## config.mk

```make
export PLATFORM = sky130hd
export DESIGN_NAME = rosc_counter
export DESIGN_NICKNAME = d
export VERILOG_FILES = /design/src/rtl/rosc_counter.sv
export SDC_FILE = /design/constraint.sdc
export NUM_CORES = 1
export LEC_CHECK = 0
export ABC_AREA = 1
export CORE_ASPECT_RATIO = 0.8
export CORE_MARGIN = 8
export CORE_UTILIZATION = 50
export CTS_BUF_LIST = sky130_fd_sc_hd__clkbuf_8
export CTS_CLUSTER_SIZE = 25
export DETAILED_ROUTE_END_ITERATION = 12
export PLACE_DENSITY_LB_ADDON = 0.1
export SETUP_SLACK_MARGIN = 0.5
export SYNTH_ARGS = -nofsm -noshare
export SYNTH_HDL_FRONTEND = slang
export SYNTH_SLANG_ARGS = --single-unit
```

## constraint.sdc

```tcl
create_clock -name clk -period 2.6 [get_ports clk]
set_input_delay 0.52 -clock clk [delete_from_list [all_inputs] [get_ports clk]]
set_output_delay 0.52 -clock clk [all_outputs]
set_load 0.01 [all_outputs]
```

## src/rtl/rosc_counter.sv

```systemverilog
// Ring-oscillator frequency counter: warms the oscillator up, counts its rising edges over a
// fixed clk window, then holds the result until the consumer accepts it.
module rosc_counter #(
    parameter int unsigned GATE_CYCLES   = 65536,
    parameter int unsigned SETTLE_CYCLES = 16,
    parameter int unsigned CNT_WIDTH     = 24,
    parameter int unsigned SYNC_STAGES   = 2
) (
    input  logic                 clk,
    input  logic                 reset,
    input  logic                 osc_in,
    output logic                 osc_enable,
    input  logic                 start,
    output logic                 busy,
    output logic [CNT_WIDTH-1:0] count,
    output logic                 overflow,
    output logic                 valid,
    input  logic                 ready
);

    localparam int unsigned GateW   = $clog2(GATE_CYCLES + 1);
    localparam int unsigned SettleW = $clog2(SETTLE_CYCLES + 1);

    localparam logic [GateW-1:0]   GateLast   = GateW'(GATE_CYCLES - 1);
    localparam logic [SettleW-1:0] SettleLast = SettleW'(SETTLE_CYCLES - 1);

    typedef enum logic [1:0] {
        StIdle,
        StSettle,
        StGate,
        StHold
    } state_e;

    state_e                 state_q, state_d;
    logic [SYNC_STAGES-1:0] sync_q;
    logic                   prev_q;
    logic [SettleW-1:0]     settle_q;
    logic [GateW-1:0]       gate_q;
    logic [CNT_WIDTH-1:0]   count_q;
    logic                   overflow_q;
    logic                   osc_enable_q;
    logic                   busy_q;
    logic                   valid_q;

    logic edge_det;
    logic gate_entry;

    assign edge_det   = sync_q[SYNC_STAGES-1] & ~prev_q;
    assign gate_entry = (state_q == StSettle) && (settle_q == '0);

    always_comb begin
        state_d = state_q;
        case (state_q)
            StIdle:   if (start) state_d = StSettle;
            StSettle: if (settle_q == '0) state_d = StGate;
            StGate:   if (gate_q == '0) state_d = StHold;
            StHold:   if (ready) state_d = StIdle;
            default:  state_d = StIdle;
        endcase
    end

    always_ff @(posedge clk) begin
        if (reset) begin
            state_q      <= StIdle;
            sync_q       <= '0;
            prev_q       <= 1'b0;
            settle_q     <= '0;
            gate_q       <= '0;
            count_q      <= '0;
            overflow_q   <= 1'b0;
            osc_enable_q <= 1'b0;
            busy_q       <= 1'b0;
            valid_q      <= 1'b0;
        end else begin
            state_q <= state_d;
            sync_q  <= {sync_q[SYNC_STAGES-2:0], osc_in};
            prev_q  <= sync_q[SYNC_STAGES-1];

            // Outputs are registered from the next state so they line up with state_q.
            osc_enable_q <= (state_d != StIdle);
            busy_q       <= (state_d != StIdle);
            valid_q      <= (state_d == StHold);

            if (state_q == StIdle) begin
                settle_q <= SettleLast;
            end else if (state_q == StSettle && settle_q != '0) begin
                settle_q <= settle_q - SettleW'(1);
            end

            if (state_q == StSettle) begin
                gate_q <= GateLast;
            end else if (state_q == StGate && gate_q != '0) begin
                gate_q <= gate_q - GateW'(1);
            end

            if (gate_entry) begin
                count_q    <= '0;
                overflow_q <= 1'b0;
            end else if (state_q == StGate && edge_det) begin
                if (count_q == '1) begin
                    overflow_q <= 1'b1;
                end else begin
                    count_q <= count_q + CNT_WIDTH'(1);
                end
            end
        end
    end

    assign osc_enable = osc_enable_q;
    assign busy       = busy_q;
    assign valid      = valid_q;
    assign count      = count_q;
    assign overflow   = overflow_q;

endmodule

```

==> run_results.csv, run 1 <==
group,metric,value,unit
run_status,status,"completed",
power_and_ir_drop,switching_share,35.6,%
clocking,cts_hold_buf,0,
setup_path,path_class,"flip-flop to flip-flop",
clocking,cts-resized-gates,0,
floorplan,pin_count,33,
detailed_routing,vias_per_cell,5.12,
layout,area_growth,14.8,%
clocking,clkSlewWorstSetupHoldPaths,0.10,ns
power_and_ir_drop,power.density,621,mW/mm^2
detailed_routing,wl_met2,3.09,mm
floorplan,start_util,52.3,%
power_and_ir_drop,power,0.00222,W
synth,synth.avg_cell_area,6.44,um^2
layout,diodes,0,
clocking,cts_buffers,5,
synth,ys_seq_elements,54,
worst_hold_path,hp-start,"sync_q[0]$_SDFF_PP0_",
synth,synthDistinctLibCells,27,
layout,drive_above_1_share,6.63,%
sta,fin_crit,1.94,ns
setup_path,r2r-start,"count[1]$_SDFFE_PP0P_",
clocking,cts.sinks,54,
synth,synthTopCellsByArea,"dfxtp_1, nand2_1, nor2_1",
sta,finalMaxSlewViolations,0,
detailed_routing,route.detailed.drc,0,
sta,tightestPinTransition,0.959,ns
layout,num-nets-final,521,
sta,final_hold_viol_count,0,
global_routing,antenna_found_initial,0,
detailed_routing,wire_per_inst,12.6,um
synth,synth_nets,494,
placement,dp_hpwl,5.27,mm
clocking,cts_root_buffer,"clkbuf_8",
synth,async_reset_ff_share,0,%
clocking,cts_buffer_depth,2,
synth,yosys-top-cells-count,"nand2_1, nor2_1, dfxtp_1",
global_routing,grt_usage,16.5,%
synth,syn-instance-count,485,
floorplan,core.rowCount,25,
global_routing,grt_max_degree,33,
setup_path,reg2reg_to,"count[14]$_SDFFE_PP0P_",
clocking,cts_tree,"done",
detailed_routing,vias,3040,
setup_path,regToRegSetupSlack,0.66,ns
synth,synth_top_flop_cell,"dfxtp_1",
global_routing,grt_pass1_wl,12.6,mm
sta,hold_slack,0.425,ns
detailed_routing,top_layer,"met4",
power_and_ir_drop,p_sw,0.000792,W
sta,post-route-period-util,74.8,%
synth,yosysMostFrequentCell,"nand2_1",
sta,fmax,514,MHz
global_routing,grt_pass1_vias,2688,
detailed_routing,drt-total-wl,7.48,mm
sta,slew_headroom,36.0,%
synth,synth_edf_count,0,
detailed_routing,drtIter0Drc,222,
synth,yosys.area.top_type,"dfxtp_1",
setup_path,r2r.worst_path.cells,10,
power_and_ir_drop,combinationalPowerShare,30.6,%
global_routing,grt_overflow,0,
floorplan,die_x,104,um
synth,ys_seq_area_share,34.6,%
floorplan,fp.dieH,86.7,um
setup_path,critPathLaunchType,"flip-flop",
setup_path,worst_ep_required_time,2.80,ns
sta,rsz0062_at_grt,"no",
power_and_ir_drop,intPower,0.00143,W
placement,gp_congestion,0.843,
synth,netlist_area,0.00312,mm^2
power_and_ir_drop,seq_power_share,43.1,%
placement,port_buffers,32,
clocking,htreeDepth,2,
detailed_routing,ant_nets,0,
sta,setup-violations-final,0,
worst_hold_path,holdPathStages,2,
floorplan,die_area,0.00905,mm^2
setup_path,end_kind,"flip-flop",
clocking,postCtsSetupRepairBufs,0,
worst_hold_path,hold_end,"sync_q[1]$_SDFF_PP0_",
setup_path,startpoint,"count[1]$_SDFFE_PP0P_",
floorplan,coreArea,0.00597,mm^2
detailed_routing,wl_met3,336,um
worst_hold_path,min_path_type,"flip-flop to flip-flop",
clocking,insertion_delay,0.32,ns
synth,yosys_warnings,0,
detailed_routing,drt-met1-wl,3.99,mm
detailed_routing,drtPass1Iterations,5,
setup_path,arrival,2.14,ns
job,maxCapViolations,0,
synth,yosys.area.top_type_share,34.6,%
power_and_ir_drop,clock_power_share,26.3,%
sta,clock_skew,0.00759,ns
power_and_ir_drop,peakVddDrop,0.000431,V
sta,fin_tns_setup,0,ns
power_and_ir_drop,p_leak,1.38,nW
setup_path,path_max_fanout,22,
sequential cells by signal, summed over array words and instances, names as in the netlist:
| name | count |
|---|---|
| busy | 1 |
| overflow | 1 |
| count | 24 |
| sync_q | 2 |
| settle_q | 5 |
| valid | 1 |
| gate_q | 17 |
| state_q | 2 |
| prev_q | 1 |
power groups by stage:
stage                     Clock [W]  Sequential [W]  Combinational [W]
after global placement            0        0.000974           0.000659
after global routing       0.000628        0.000969           0.000784
after floorplan                   0        0.000960           0.000565
final                      0.000586        0.000959           0.000680
after CTS                  0.000599        0.000958           0.000678
after detailed placement          0        0.000976           0.000675
cell type report:
cell class              count  area [um^2]
fillers                   582         2390
multi-input cells         371         1780
flip-flops and latches     54         1080
repair buffers             34          335
inverters                  46          175
well taps                  81          101
clock buffers               5         68.8
clock inverters             3         45.0
cells by family (layout without fill, tap and decap cells):
kind of cell,count (synthesis),in the layout,share of synthesized area (%)
compound gates,56,56,10.2
xor+xnor,16,16,4.49
fa+ha+maj,4,4,1.60
buf+inv,60,88,8.49
flops,54,54,34.6
simple gates,295,295,40.6
per-layer routing:
layer	up-vias	GRT usage, %
met3	5	3.78
met1	1384	22.9
met5	-	0
met2	59	25.0
li1	1592	-
met4	0	4.33
worst max path at each step:
stage / end / slack [ns] / cells after the start
2_1_floorplan: count[13]$_SDFFE_PP0P_ / 0.88 / 11
6_report: count[14]$_SDFFE_PP0P_ / 0.66 / 10
4_1_cts: count[14]$_SDFFE_PP0P_ / 0.50 / 10
3_3_place_gp: count[17]$_SDFFE_PP0P_ / 0.65 / 10
5_1_grt: gate_q[11]$_SDFFE_PP0P_ / 0.51 / 6
3_5_place_dp: count[14]$_SDFFE_PP0P_ / 0.56 / 10
cells in the final DEF (no fill, tap or decap), types with 5 or more instances in the layout:
| cell type | count |
|---|---|
| nand3_1 | 44 |
| clkdlybuf4s50_1 | 32 |
| xnor2_1 | 7 |
| nand2_1 | 155 |
| clkbuf_8 | 5 |
| nand3b_1 | 9 |
| a21oi_1 | 31 |
| inv_1 | 44 |
| xor2_1 | 9 |
| a21oi_2 | 9 |
| o21ai_0 | 13 |
| nor2_1 | 69 |
| dfxtp_1 | 53 |
stage by stage:
step / cells / worst slack (ns) / util [%] / area [um^2]
after floorplan: 485 / 0.880 / - / 3120
after global placement: 586 / 0.649 / 58.0 / 3470
after detailed placement: 586 / 0.558 / 58.0 / 3470
after CTS: 594 / 0.503 / 59.9 / 3580
after global routing: 594 / 0.513 / 60.0 / 3580
final: 594 / 0.656 / 60.0 / 3580
worst max-delay path, cell delays in order, from the launching register on:
cell and delay [ns]:
dfxtp_1 0.42, ha_1 0.27, inv_1 0.10, nor2_4 0.14, nand2_2 0.09, nor2_4 0.16, nand2_2 0.08, nand2_4 0.22
inv_4 0.16, nand2_1 0.12, a21oi_2 0.05
(Power assumes the default switching activity.)
==> inputs of run 2 (changes only) <==
==> constraint.sdc (replaced) <==
create_clock -name clk -period 1.6 [get_ports clk]
set_input_delay 0.32 -clock clk [delete_from_list [all_inputs] [get_ports clk]]
set_output_delay 0.32 -clock clk [all_outputs]
set_load 0.01 [all_outputs]
==> run 2 against run 1 <==
Against the previous run: the flow now finishes with violations (negative setup slack); total power up 110%; clock skew up 0.0065 ns; register-to-register slack worse by 0.75 ns; setup slack worse by 0.75 ns; largest power group is now combinational cells.
==> run_results.csv, run 2 (synthesized netlist as in run 1, its figures left out) <==
group,metric,value,unit
run_status,status,"complete, but fails checks",
run_status,violations,"negative setup slack",
layout,fill_cells,253,
power_and_ir_drop,power.density,899,mW/mm^2
worst_hold_path,hp-start,"sync_q[0]$_SDFF_PP0_",
floorplan,pin_count,33,
floorplan,fp.dieH,86.7,um
global_routing,grt_max_degree,24,
detailed_routing,wire_per_inst,19.8,um
setup_path,path_class,"flip-flop to flip-flop",
floorplan,start_util,52.3,%
sta,fin_crit,1.69,ns
sta,fin_ws,-0.0924,ns
setup_path,end_kind,"flip-flop",
clocking,clkSlewWorstSetupHoldPaths,0.11,ns
sta,setup-violations-final,8,
sta,post-route-period-util,106,%
layout,largest_reg_flops,24,
detailed_routing,drtPass1Iterations,5,
floorplan,die_x,104,um
floorplan,die_area,0.00905,mm^2
floorplan,core.rowCount,25,
layout,multiInputGateArea,0.00229,mm^2
global_routing,grt_pass1_wl,17.2,mm
detailed_routing,vias_per_cell,5.87,
setup_path,critPathLaunchType,"flip-flop",
detailed_routing,drt-total-wl,13.9,mm
clocking,cts_tree,"done",
power_and_ir_drop,power,0.00474,W
detailed_routing,vias,4139,
power_and_ir_drop,p_sw,0.00193,W
detailed_routing,drtIter0Drc,437,
power_and_ir_drop,clock_power_share,16.9,%
layout,diodes,0,
layout,final_cell_mix,"nand2_1, buf_4, buf_6",
sta,clock_skew,0.0141,ns
clocking,cts_root_buffer,"clkbuf_8",
floorplan,coreArea,0.00597,mm^2
power_and_ir_drop,combinationalPowerShare,49.8,%
clocking,cts_buffer_depth,2,
sta,tightestPinTransition,0.385,ns
clocking,htreeDepth,2,
global_routing,grt_overflow,0,
global_routing,antenna_found_initial,0,
layout,ff_latch_area,0.00116,mm^2
power_and_ir_drop,intPower,0.00281,W
layout,final_area,0.00528,mm^2
sta,finalMaxSlewViolations,0,
global_routing,grt_usage,22.9,%
global_routing,grt_pass1_vias,3572,
placement,dp_hpwl,5.79,mm
sta,fmax,591,MHz
clocking,insertion_delay,0.32,ns
setup_path,path_max_fanout,4,
power_and_ir_drop,peakVddDrop,0.000680,V
clocking,cts_hold_buf,0,
placement,port_buffers,32,
power_and_ir_drop,p_leak,2.21,nW
clocking,cts_buffers,5,
sta,rsz0062_at_grt,"yes",
detailed_routing,ant_nets,0,
setup_path,worst_ep_required_time,1.84,ns
layout,drive_above_1_share,51.8,%
power_and_ir_drop,switching_share,40.7,%
job,maxCapViolations,0,
sta,slew_headroom,74.1,%
setup_path,arrival,1.94,ns
power_and_ir_drop,seq_power_share,33.2,%
detailed_routing,route.detailed.drc,0,
placement,gp_congestion,0.862,
layout,area_growth,68.9,%
placement,dpl_cell_area,0.00382,mm^2
setup_path,startpoint,"count[4]$_SDFFE_PP0P_",
layout,num-nets-final,632,
clocking,cts.sinks,54,
layout,final_common_cell,"nand2_1",
sta,final_hold_viol_count,0,
setup_path,r2r-start,"count[4]$_SDFFE_PP0P_",
worst_hold_path,min_path_type,"flip-flop to flip-flop",
run 2: path summary, 6_finish.rpt:
kind | endpoint | slack, ns | depth (start not counted)
worst min register to register | sync_q[1]$_SDFF_PP0_ | 0.41 | 2
worst max-delay path | count[13]$_SDFFE_PP0P_ | -0.09 | 8
worst max register to register | count[13]$_SDFFE_PP0P_ | -0.09 | 8
worst min-delay path | sync_q[1]$_SDFF_PP0_ | 0.41 | 2
run 2: power by group through the flow:
stage	Sequential, W	Combinational, W	Clock, W
final	0.00158	0.00236	0.000804
after global routing	0.00158	0.00250	0.000844
after detailed placement	0.00157	0.00128	0
after CTS	0.00154	0.00190	0.000787
after global placement	0.00156	0.00125	0
after floorplan	0.00157	0.000983	0
run 2: area by class of cell:
| type | instances | share of cell area [%] |
|---|---|---|
| multi-input combinational | 372 | 43.5 |
| timing repair buffer | 144 | 27.5 |
| sequential | 54 | 22.0 |
| inverter | 46 | 3.46 |
| tap | 81 | 1.92 |
| clock buffer | 5 | 1.30 |
| clock inverter | 3 | 0.308 |
run 2: what timing repair did:
item,in CTS,in global routing
resized for setup,247,105
setup endpoints to repair,78,79
pin swaps,36,42
setup buffers,58,16
cloned,4,0
run 2: worst max-delay path: stages, from the launching register on:
cell and delay [ns]:
dfxtp_2 0.36, buf_6 0.13, nand2_1 0.13, nor2_1 0.25
nand2_2 0.16, nor2_1 0.19, xor2_1 0.16, nand2_1 0.09
a21oi_2 0.16
run 2: routing by layer:
metal,track usage [%],share of wire [%]
met5,0,0
met4,7.08,5.3
met3,4.67,10
met2,36.7,45
met1,30.1,39
run 2: through the flow:
step                setup TNS, ns  worst slack [ns]  utilization (%)  hold slack, ns  cells
floorplan                       0             0.184                -           0.388    485
detailed placement              0            0.0312             63.9           0.396    619
finish                     -0.356           -0.0924             88.3           0.406    705
CTS                             0             0.119             80.3           0.404    689
global route               -0.990            -0.110             88.3           0.429    705
global placement                0            0.0539             63.9           0.396    619
==> inputs of run 3 (changes only) <==
--- a/config.mk
+++ b/config.mk
@@ -13,6 +13,7 @@
 export CTS_CLUSTER_SIZE = 25
 export DETAILED_ROUTE_END_ITERATION = 12
 export PLACE_DENSITY_LB_ADDON = 0.1
+export RECOVER_POWER = 50
 export SETUP_SLACK_MARGIN = 0.5
 export SYNTH_ARGS = -nofsm -noshare
 export SYNTH_HDL_FRONTEND = slang
==> run 3 against run 2 <==
Against the previous run: the flow still finishes with violations (negative setup slack); critical path depth unchanged; wire length shrank 0.20%; sequential share of layout area down 0.28 points; non-clock buffer count is the same; utilization decreased by 0.50 points; cell area is 0.57% lower; total power about the same; maximum frequency shrank 0.89%; sequential power about the same; clock-buffer cell count stayed put; combinational power barely moved; critical path type unchanged.
==> run_results.csv, run 3 (synthesized netlist as in run 1, its figures left out) <==
group,metric,value,unit
global_routing,grt_usage,22.9,%
layout,final_area,0.00525,mm^2
setup_path,regToRegSetupSlack,-0.11,ns
setup_path,cp_slowest_stage_delay,0.36,ns
setup_path,path_class,"flip-flop to flip-flop",
placement,dp_hpwl,5.79,mm
power_and_ir_drop,intPower,0.00281,W
setup_path,cp_slowest_cell,"dfxtp_2",
placement,dpl_cell_area,0.00382,mm^2
floorplan,pin_count,33,
global_routing,grt_max_degree,24,
worst_hold_path,hold_end,"sync_q[1]$_SDFF_PP0_",
layout,drive_above_1_share,49.4,%
placement,gp_congestion,0.862,
setup_path,r2r-start,"count[4]$_SDFFE_PP0P_",
sta,final_hold_viol_count,0,
sta,fin_ws,-0.108,ns
floorplan,fp.dieH,86.7,um
floorplan,die_area,0.00905,mm^2
sta,post-route-period-util,107,%
placement,port_buffers,32,
sta,clock_skew,0.0110,ns
clocking,insertion_delay,0.32,ns
power_and_ir_drop,peakVddDrop,0.000690,V
power_and_ir_drop,p_sw,0.00194,W
global_routing,grt_pass1_vias,3572,
layout,final_util,87.8,%
clocking,clkSlewWorstSetupHoldPaths,0.11,ns
job,maxCapViolations,0,
worst_hold_path,min_path_type,"flip-flop to flip-flop",
sta,slew_headroom,74.1,%
power_and_ir_drop,p_leak,2.20,nW
clocking,cts_buffer_depth,2,
clocking,cts_root_buffer,"clkbuf_8",
power_and_ir_drop,power.density,904,mW/mm^2
detailed_routing,vias,4129,
floorplan,coreArea,0.00597,mm^2
floorplan,die_x,104,um
clocking,cts_buffers,5,
detailed_routing,route.detailed.drc,0,
global_routing,antenna_found_initial,0,
worst_hold_path,holdPathStages,2,
setup_path,crit_chain,"buf_6 -> nand2_1 -> nor2_1 -> nand2_2 -> nor2_1 -> xor2_1 -> nand2_1 -> a21oi_2",
setup_path,reg2reg_to,"count[13]$_SDFFE_PP0P_",
clocking,cts.sinks,54,
clocking,cts_hold_buf,0,
detailed_routing,drtPass1Iterations,5,
layout,final_common_cell,"nand2_1",
detailed_routing,drtIter0Drc,459,
run_status,violations,"negative setup slack",
power_and_ir_drop,switching_share,40.8,%
setup_path,worst_ep_required_time,1.85,ns
floorplan,core.rowCount,25,
floorplan,start_util,52.3,%
clocking,htreeDepth,2,
setup_path,r2r.worst_path.cells,8,
worst_hold_path,hp-start,"sync_q[0]$_SDFF_PP0_",
sta,fin_tns_setup,-0.501,ns
setup_path,end_kind,"flip-flop",
setup_path,critPathLaunchType,"flip-flop",
sta,rsz0062_at_grt,"yes",
power_and_ir_drop,combinationalPowerShare,49.6,%
detailed_routing,vias_per_cell,5.86,
setup_path,startpoint,"count[4]$_SDFFE_PP0P_",
layout,final_cell_mix,"nand2_1, buf_4, buf_6",
power_and_ir_drop,power,0.00474,W
run_status,status,"complete, but fails checks",
sta,hold_slack,0.412,ns
layout,fill_cells,267,
sta,tightestPinTransition,0.385,ns
sta,fin_crit,1.71,ns
detailed_routing,wire_per_inst,19.7,um
sta,fmax,586,MHz
layout,area_growth,67.9,%
power_and_ir_drop,clock_power_share,17.1,%
layout,diodes,0,
power_and_ir_drop,seq_power_share,33.3,%
layout,largest_reg_flops,24,
detailed_routing,ant_nets,0,
setup_path,arrival,1.96,ns
setup_path,crit_family,"simple AND/OR/NAND/NOR gates",
layout,num-nets-final,632,
global_routing,grt_overflow,0,
clocking,cts_tree,"done",
setup_path,path_max_fanout,4,
detailed_routing,drt-total-wl,13.9,mm
sta,finalMaxSlewViolations,0,
setup_path,critPathBufInv,1,
sta,setup-violations-final,14,
global_routing,grt_pass1_wl,17.2,mm
run 3: cell types whose count changed in the layout (fill, tap and decap cells not counted), sizes merged:
cell,previous run,this run
dlygate4sd3,0,1
buf,139,137
clkdlybuf4s50,4,3
clkbuf,5,7
run 3: area by class of cell:
cell class              instances  area (um^2)  share of cell area (%)
clock buffers                   5         68.8                    1.31
inverters                      46          183                    3.48
clock inverters                 3         16.3                   0.310
repair buffers                144         1440                    27.5
well taps                      81          101                    1.93
flip-flops and latches         54         1140                    21.7
multi-input cells             372         2290                    43.7
run 3: what timing repair did:
item,4_1_cts,5_1_grt
resized for setup,247,105
pin swaps,36,42
setup buffers,58,16
hold endpoints to repair,0,0
cloned,4,0
endpoints found under the setup margin,78,79
run 3: worst max-delay path by stage:
stage                                  end  slack (ns)  depth (start not counted)
detailed placement  gate_q[0]$_SDFFE_PP0P_        0.03                          8
finish              count[13]$_SDFFE_PP0P_       -0.11                          8
global placement    gate_q[0]$_SDFFE_PP0P_        0.05                          8
floorplan           count[13]$_SDFFE_PP0P_        0.18                         11
CTS                  count[1]$_SDFFE_PP0P_        0.12                         10
global route         count[0]$_SDFFE_PP0P_       -0.13                          9
run 3: tightest hold or removal path, cell delays in order (launching register included):
cell and delay (ns):
dfxtp_1 0.32, inv_1 0.04, nor2_1 0.03
run 3: layer usage:
layer | up-vias | routed length [um] | global-route usage, %
met4 | 0 | 725 | 7.08
met3 | 85 | 1330 | 4.67
met5 | - | 0 | 0
met1 | 1944 | 5580 | 30.1
li1 | 1815 | - | -
met2 | 285 | 6280 | 36.7
run 3: through the flow:
| step | worst slack [ns] | instances |
|---|---|---|
| after floorplan | 0.184 | 485 |
| after global placement | 0.0539 | 619 |
| after detailed placement | 0.0312 | 619 |
| after CTS | 0.119 | 689 |
| after global routing | -0.126 | 705 |
| final | -0.108 | 705 |
run 3: power groups by stage:
| stage | Combinational [W] | Sequential (W) | Clock (W) |
|---|---|---|---|
| after floorplan | 0.000983 | 0.00157 | 0 |
| after global placement | 0.00125 | 0.00156 | 0 |
| after detailed placement | 0.00128 | 0.00157 | 0 |
| after CTS | 0.00190 | 0.00154 | 0.000787 |
| after global routing | 0.00250 | 0.00158 | 0.000844 |
| final | 0.00235 | 0.00158 | 0.000811 |
